### src/rtl/sink_table_writer.sv
// Writer side of the known-sinks table.
// Accepts sink IDs on a valid/ready handshake. Each request first walks the table one entry
// per clock, in the same order the lookup block scans it. A request that finds its ID ends
// early as a duplicate. Otherwise the ID is written into the lowest free slot. When no slot
// is free, the slot at a round-robin replace pointer is overwritten.
// The all-ones ID marks an empty slot and cannot be inserted.
module sink_table_writer #(
  parameter int unsigned NUM_ENTRIES = 10,
  parameter int unsigned ID_W        = 5,
  parameter int unsigned CNT_W       = 4
) (
  input  logic                        clock,
  input  logic                        reset,
  input  logic                        clear,
  input  logic                        add_valid,
  input  logic [ID_W-1:0]             add_id,
  output logic                        add_ready,
  output logic                        done,
  output logic                        dup,
  output logic                        evicted,
  output logic                        rejected,
  output logic [NUM_ENTRIES*ID_W-1:0] known_sinks,
  output logic [NUM_ENTRIES-1:0]      valid_mask,
  output logic [CNT_W-1:0]            count
);

  localparam logic [1:0] StIdle  = 2'd0;
  localparam logic [1:0] StScan  = 2'd1;
  localparam logic [1:0] StWrite = 2'd2;
  localparam logic [1:0] StDone  = 2'd3;

  localparam logic [ID_W-1:0]  ReservedId = '1;
  localparam logic [CNT_W-1:0] LastIdx    = CNT_W'(NUM_ENTRIES - 1);
  localparam logic [CNT_W-1:0] FullCount  = CNT_W'(NUM_ENTRIES);

  // Control state
  logic [1:0]       state_q, state_d;
  logic [CNT_W-1:0] idx_q, idx_d;
  logic [ID_W-1:0]  new_id_q, new_id_d;
  logic             free_found_q, free_found_d;
  logic [CNT_W-1:0] free_idx_q, free_idx_d;

  // Table state
  logic [NUM_ENTRIES*ID_W-1:0] table_q, table_d;
  logic [NUM_ENTRIES-1:0]      valid_q, valid_d;
  logic [CNT_W-1:0]            count_q, count_d;
  logic [CNT_W-1:0]            ptr_q, ptr_d;

  // Registered completion flags, high only during the DONE cycle
  logic done_q, done_d;
  logic dup_q, dup_d;
  logic evicted_q, evicted_d;
  logic rejected_q, rejected_d;

  logic [ID_W-1:0] scan_id;
  logic            scan_hit;

  // Entry under examination during the scan.
  always_comb begin
    scan_id  = table_q[ID_W*idx_q +: ID_W];
    scan_hit = valid_q[idx_q] && (scan_id == new_id_q);
  end

  // Next-state logic for control, table and completion flags.
  always_comb begin
    state_d      = state_q;
    idx_d        = idx_q;
    new_id_d     = new_id_q;
    free_found_d = free_found_q;
    free_idx_d   = free_idx_q;
    table_d      = table_q;
    valid_d      = valid_q;
    count_d      = count_q;
    ptr_d        = ptr_q;
    done_d       = 1'b0;
    dup_d        = 1'b0;
    evicted_d    = 1'b0;
    rejected_d   = 1'b0;

    case (state_q)
      StIdle: begin
        if (add_valid) begin
          new_id_d = add_id;
          if (add_id == ReservedId) begin
            // The empty-slot marker can never become a real entry.
            state_d    = StDone;
            done_d     = 1'b1;
            rejected_d = 1'b1;
          end else begin
            state_d      = StScan;
            idx_d        = '0;
            free_found_d = 1'b0;
            free_idx_d   = '0;
          end
        end
      end

      StScan: begin
        if (scan_hit) begin
          state_d = StDone;
          done_d  = 1'b1;
          dup_d   = 1'b1;
        end else begin
          // Remember only the first hole so inserts pack toward slot 0.
          if (!valid_q[idx_q] && !free_found_q) begin
            free_found_d = 1'b1;
            free_idx_d   = idx_q;
          end
          if (idx_q == LastIdx) begin
            state_d = StWrite;
          end else begin
            idx_d = idx_q + CNT_W'(1);
          end
        end
      end

      StWrite: begin
        state_d = StDone;
        done_d  = 1'b1;
        if (free_found_q) begin
          table_d[ID_W*free_idx_q +: ID_W] = new_id_q;
          valid_d[free_idx_q]              = 1'b1;
          if (count_q != FullCount) begin
            count_d = count_q + CNT_W'(1);
          end
        end else begin
          // Table full: replace round-robin; count is already at its ceiling.
          table_d[ID_W*ptr_q +: ID_W] = new_id_q;
          evicted_d                   = 1'b1;
          ptr_d                       = (ptr_q == LastIdx) ? '0 : ptr_q + CNT_W'(1);
        end
      end

      StDone: begin
        state_d = StIdle;
      end

      default: begin
        state_d = StIdle;
      end
    endcase

    // Flush overrides everything, including a handshake in the same cycle.
    if (clear) begin
      state_d      = StIdle;
      idx_d        = '0;
      free_found_d = 1'b0;
      free_idx_d   = '0;
      table_d      = '1;
      valid_d      = '0;
      count_d      = '0;
      ptr_d        = '0;
      done_d       = 1'b0;
      dup_d        = 1'b0;
      evicted_d    = 1'b0;
      rejected_d   = 1'b0;
    end
  end

  // State registers with asynchronous active-high reset.
  always_ff @(posedge clock or posedge reset) begin
    if (reset) begin
      state_q      <= StIdle;
      idx_q        <= '0;
      new_id_q     <= '0;
      free_found_q <= 1'b0;
      free_idx_q   <= '0;
      table_q      <= '1;
      valid_q      <= '0;
      count_q      <= '0;
      ptr_q        <= '0;
      done_q       <= 1'b0;
      dup_q        <= 1'b0;
      evicted_q    <= 1'b0;
      rejected_q   <= 1'b0;
    end else begin
      state_q      <= state_d;
      idx_q        <= idx_d;
      new_id_q     <= new_id_d;
      free_found_q <= free_found_d;
      free_idx_q   <= free_idx_d;
      table_q      <= table_d;
      valid_q      <= valid_d;
      count_q      <= count_d;
      ptr_q        <= ptr_d;
      done_q       <= done_d;
      dup_q        <= dup_d;
      evicted_q    <= evicted_d;
      rejected_q   <= rejected_d;
    end
  end

  // Invalid slots always hold the all-ones marker, so the table drives known_sinks directly.
  assign add_ready   = (state_q == StIdle);
  assign done        = done_q;
  assign dup         = dup_q;
  assign evicted     = evicted_q;
  assign rejected    = rejected_q;
  assign known_sinks = table_q;
  assign valid_mask  = valid_q;
  assign count       = count_q;

endmodule

### config.mk
export PLATFORM = sky130hd
export DESIGN_NAME = sink_table_writer
export DESIGN_NICKNAME = d
export VERILOG_FILES = /design/src/rtl/sink_table_writer.sv
export SDC_FILE = /design/constraint.sdc
export NUM_CORES = 1
export LEC_CHECK = 0
export CORE_ASPECT_RATIO = 1.75
export CORE_MARGIN = 5
export CORE_UTILIZATION = 40
export CTS_BUF_LIST = sky130_fd_sc_hd__clkbuf_8
export DETAILED_ROUTE_END_ITERATION = 10
export PLACE_DENSITY_LB_ADDON = 0.3
export SKIP_LAST_GASP = 1
export SLEW_MARGIN = 10
export SYNTH_ARGS = -nofsm -noshare
export SYNTH_HDL_FRONTEND = slang
export SYNTH_SLANG_ARGS = --single-unit
### constraint.sdc
create_clock -name clock -period 7.9 [get_ports clock]
set_input_delay 1.58 -clock clock [delete_from_list [all_inputs] [get_ports clock]]
set_output_delay 1.58 -clock clock [all_outputs]
set_load 0.02 [all_outputs]
==> flow_summary.toml, run 1 <==
[synth]
synth_fp_nets = 549
synth.largest_area_cell = "dfstp_2"
synth_area_leaders = "dfstp_2 25%, dfrtp_1 18%, mux2_2 5.8%, mux4_1 5.5%, mux2i_1 5.3%"
yosysWarnings = 0
synthArstFlopShare_pct = 100.0
yosysUniqueCellTypes = 58
synth_flop_cell = "dfstp_2"
synthesis.area_um2 = 5269
yosysTopAreaCellShare_pct = 24.93
ys_ff_latch = 88
netlist_instances = 521
ys_seq_area_share_pct = 42.98
synth_edf_count = 0
synth_top_cells_by_count = "50 x a21oi_1, 50 x dfstp_2, 48 x nor2_1"
syn_avg_cell_area_um2 = 10.11

[routing]
drt_iter0_drc = 377
drt-pass1-iter-count = 5
drcViolationCount = 0
routed_wl_um = 15050
num_vias = 4426
vias_per_cell = 5.847
wl_per_cell_um = 19.87
drtAntennaViolNets = 0

[die]
num_io_pins = 78
dieArea_um2 = 15660
core-area_um2 = 12940
initial_utilization_pct = 40.73
rows = 55
die_h_um = 161.8
die_w_um = 96.76

[cells_and_area]
final_nets = 609
antennaDiodeCount = 0
syn2layout_area_growth_pct = 20.61
drive_gt1_share_pct = 18.09
fin_cells = 757
fin_util_pct = 49.12

[run]
drv_cap = 0

[place]
detailed_place_hpwl_um = 11180
post-place-ws_ns = 4.154
dp_cells = 741
place.gp.congestion = 0.9437
port_buffers = 77

[sta]
hold_viol_final = 0
fin_skew_ns = 0.01335
rsz0062_at_grt = "false"
max_freq_mhz = 292.8
post-route-period-util_pct = 43.23
tightest_slew_ns = 1.069
setup_slack_ns = 4.485
max_slew_margin_pct = 28.12
min_period_ns = 3.415
fin_tns_setup_ns = 0
drv_slew = 0
setup_violations = 0

[critical_path]
cp_top_family = "buffers and inverters"
cp_max_fo = 7
crit_buf_inv = 2
slowest_stage = "clkdlybuf4s50_1"
arrival_ns = 1.84
cp_slowest_stage_delay_ns = 0.64
worstSetupStartpointType = "register"
worstPathRequired_ns = 6.32
path_cells = "inv_1 -> ha_1 -> clkdlybuf4s50_1"
setup.worst_path.end_class = "output pin"
crit_type = "reg2out"

[clocking]
holdBufCountCts = 0
numCtsBuffers = 9
clk_path_buf_depth = 2
tritoncts = "built"
cts_sinks = 88
h-tree-depth = 3
cts_setup_buffers = 0
post_cts_resized = 0
clk_latency_ns = 0.38
clk_pin_slew_ns = 0.10
ctsRootBufferMaster = "clkbuf_8"

[power_and_ir_drop]
pwr-share-clk_pct = 27.0
powerDensity_nw_per_um2 = 205.3
combinationalPowerShare_pct = 27.0
ir_drop_mv = 0.1370
power_w = 0.001305
seq_power_share_pct = 46.0
p_switching_w = 0.0004385
power.share.switching_pct = 33.60
p_leak_nw = 2.613
p_int_w = 0.0008664

[global_routing]
grt_pass1_wl_um = 23780
overflow = 0
grt_pass1_vias = 4512
antenna_found_initial = 0
track_usage_pct = 19.10
grt_max_degree = 62

[min_path]
min_path_type = "reg2reg"

[run_status]
status = "completed"
==> registers in the layout, indices dropped and copies added, names as in the netlist, 2 cells and up <==
signal / flops
valid_mask: 10
free_idx_q: 4
state_q: 2
count: 4
known_sinks: 50
ptr_q: 4
new_id_q: 5
idx_q: 4
==> area by class of cell <==
cell class / instances / area (um^2)
timing repair buffer: 80 / 788.3
tap: 171 / 214.0
multi-input combinational: 371 / 2751
fill: 1261 / 6583
inverter: 31 / 117.6
clock buffer: 9 / 123.9
clock inverter: 7 / 95.09
sequential: 88 / 2265
==> worst register-to-register path: stages, from the launching register on <==
cell and delay (ns):
dfrtp_1 0.47, buf_4 0.37, mux4_1 0.64, mux2_4 0.29
a211oi_2 0.18, o2111ai_1 0.15, or4_1 0.62, and4b_1 0.28
a221o_1 0.26
==> cell families (layout without fill, tap and decap cells) <==
family                     Yosys count  after routing  synth area share (%)
muxes                               68             68                 17.29
xor gates and xnor gates             5              5                0.8311
and+or+nand+nor                    143            143                 13.11
DFF                                 88             88                 42.98
adders and majority gates           19             19                 4.512
buffers and inverters               62            127                 4.797
AOI/OAI and AO/OA                  136            136                 16.48
==> metal layers <==
layer,vias to the layer above,routed length [um],share of wire [%],GRT usage (%)
met5,-,0,0,0
met4,0,816,5.4,11.69
met3,40,660,4.4,3.352
met2,150,7812,52,34.03
met1,2215,5755,38,20.95
li1,2021,-,-,-
==> power by group through the flow <==
stage / logic, W / registers (W) / clock network [W]
after floorplan: 0.000192 / 0.000612 / 0
after global placement: 0.000348 / 0.000605 / 0
after detailed placement: 0.000354 / 0.000605 / 0
after CTS: 0.000356 / 0.000599 / 0.000360
after global routing: 0.000378 / 0.000607 / 0.000376
final: 0.000353 / 0.000600 / 0.000352
==> path summary, 6_finish.rpt <==
path,startpoint,endpoint,slack [ns],depth (start not counted)
min,known_sinks[44],known_sinks[44],0.49,2
min in group asynchronous,reset,state_q[1],1.61,2
min reg2reg,known_sinks[44],known_sinks[44],0.49,2
max reg2reg,idx_q[0],idx_q[2],4.56,8
max,state_q[0],add_ready,4.48,3
max in group asynchronous,reset,known_sinks[33],5.25,3
==> layout by cell type, fill, tap and decap left out, drive strengths merged, types with 7 or more instances in the layout <==
cell type and count:
nor2 48, nand3 7, mux2 28, clkbuf 9
mux2i 28, o22ai 7, a21oi 50, nand2 37
inv 32, and3 7, dfstp 50, ha 19
dfrtp 38, o21ai 26, mux4 12, o2bb2ai 11
nor2b 9, clkdlybuf4s50 76
==> per-stage QoR <==
step / hold slack, ns / instance area [um^2]
2_1_floorplan: 0.5045 / 5269
3_3_place_gp: 0.4725 / 6136
3_5_place_dp: 0.4753 / 6136
4_1_cts: 0.4902 / 6355
5_1_grt: 0.5145 / 6355
6_report: 0.4879 / 6355
Note: power is estimated with default switching activity, not from simulation.
==> inputs of run 2 (changes only) <==
- clock period: 7.9 -> 2.8 ns (I/O delays scaled with it)
==> flow_summary.toml, run 2 (synthesized netlist as in run 1, its figures left out) <==
[run_status]
status = "completed"

[global_routing]
antenna_found_initial = 0
grt_pass1_wl_um = 26540
grt_max_degree = 56
grt_pass1_vias = 4905
overflow = 0
track_usage_pct = 21.41

[clocking]
h-tree-depth = 3
tritoncts = "built"
clk_latency_ns = 0.38
cts_sinks = 88
numCtsBuffers = 9
holdBufCountCts = 0
clk_path_buf_depth = 2
ctsRootBufferMaster = "clkbuf_8"
clk_pin_slew_ns = 0.09

[die]
die_h_um = 161.8
die_w_um = 96.76
rows = 55
core-area_um2 = 12940
initial_utilization_pct = 40.73
num_io_pins = 78
dieArea_um2 = 15660

[critical_path]
arrival_ns = 3.04
path_cells = "buf_6 -> mux4_2 -> mux2_4 -> a211oi_4 -> o2111ai_2 -> or4_4 -> and4b_1 -> a221o_1"
worstSetupStartpointType = "register"
cp_top_family = "multiplexers"
slowest_stage = "mux4_2"
r2r-start = "idx_q[0]"
cp_slowest_stage_delay_ns = 0.51
setup.worst_path.end_class = "register"
worstPathRequired_ns = 3.06
crit_type = "reg2reg"
cp_max_fo = 7
critPathLaunch = "idx_q[0]"
crit_buf_inv = 1

[cells_and_area]
antennaDiodeCount = 0
fin_cells = 799
fillCellCount = 1203
final_nets = 651
fin_util_pct = 51.95
largest_reg_flops = 50
mostFrequentLayoutCells = "76 x clkdlybuf4s50_1, 50 x a21oi_1, 50 x dfstp_2"
drive_gt1_share_pct = 25.32
finalInstanceArea_um2 = 6721
syn2layout_area_growth_pct = 27.57
final_common_cell = "clkdlybuf4s50_1"

[sta]
fin_skew_ns = 0.01395
fin_tns_setup_ns = 0
max_slew_margin_pct = 51.66
max_freq_mhz = 360.3
post-route-period-util_pct = 99.13
tightest_slew_ns = 0.7251
setup_violations = 0
drv_slew = 0
hold_viol_final = 0
hold_slack_ns = 0.4827
min_period_ns = 2.776
rsz0062_at_grt = "true"

[routing]
drtAntennaViolNets = 0
vias_per_cell = 5.829
num_vias = 4657
drt_iter0_drc = 363
drt-pass1-iter-count = 7
wl_per_cell_um = 20.80
drcViolationCount = 0
routed_wl_um = 16620

[place]
detailed_place_hpwl_um = 12510
port_buffers = 77
place_area_um2 = 6431
place.gp.congestion = 0.9375
dp_cells = 777

[power_and_ir_drop]
powerDensity_nw_per_um2 = 572.4
p_int_w = 0.002537
ir_drop_mv = 0.4373
seq_power_share_pct = 43.2
pwr-share-clk_pct = 26.1
p_leak_nw = 2.827
power.share.switching_pct = 34.07
p_switching_w = 0.001311
combinationalPowerShare_pct = 30.7

[run]
drv_cap = 0

[min_path]
min_path_type = "reg2reg"
hold_start = "known_sinks[41]"
[run 2: repair_timing]
action	CTS	global route
gates resized for setup	6	10
hold endpoints to repair	0	0
pin swaps	1	5
endpoints found under the setup margin	4	15
setup buffers	3	3
[run 2: area by class of cell]
cell class / instances / area, um^2 / share of cell area [%]
clock inverter: 7 / 97.59 / 1.452
clock buffer: 9 / 123.9 / 1.843
sequential: 88 / 2266 / 33.71
inverter: 31 / 117.6 / 1.750
tap: 171 / 214.0 / 3.183
timing repair buffer: 122 / 1136 / 16.90
multi-input combinational: 371 / 2766 / 41.16
[run 2: power by group through the flow]
| stage | sequential (W) | combinational (W) | clock (W) |
|---|---|---|---|
| floorplan | 0.00173 | 0.000541 | 0 |
| global placement | 0.00167 | 0.00111 | 0 |
| global route | 0.00168 | 0.00126 | 0.00108 |
| detailed placement | 0.00167 | 0.00114 | 0 |
| CTS | 0.00166 | 0.00116 | 0.00102 |
| finish | 0.00166 | 0.00118 | 0.00101 |
[run 2: worst paths after layout]
path / endpoint / slack [ns] / cells past startpoint
worst max-delay path: idx_q[2] / 0.02 / 8
worst min-delay path: known_sinks[41] / 0.48 / 2
worst max register to register: idx_q[2] / 0.02 / 8
worst min register to register: known_sinks[41] / 0.48 / 2
max in group asynchronous: known_sinks[42] / 1.49 / 3
min in group asynchronous: new_id_q[3] / 0.54 / 2
[run 2: tightest hold or removal path, cell delays in order, from the launching register on]
cell and delay, ns:
dfstp_2 0.38, inv_1 0.04, mux2i_1 0.06
[run 2: per-layer routing]
| layer | global-route usage (%) | part of all wire [%] | up-vias |
|---|---|---|---|
| li1 | - | - | 2095 |
| met1 | 23.11 | 37 | 2304 |
| met4 | 12.78 | 6.3 | 0 |
| met2 | 38.36 | 51 | 195 |
| met3 | 4.254 | 4.8 | 63 |
| met5 | 0 | 0 | - |
[run 2: through the flow]
stage	power (W)	setup slack, ns
after floorplan	0.002268	0.02640
after global placement	0.002785	-0.03991
after detailed placement	0.002811	-0.2121
after CTS	0.003832	-0.06604
after global routing	0.004017	-0.06893
final	0.003848	0.02438
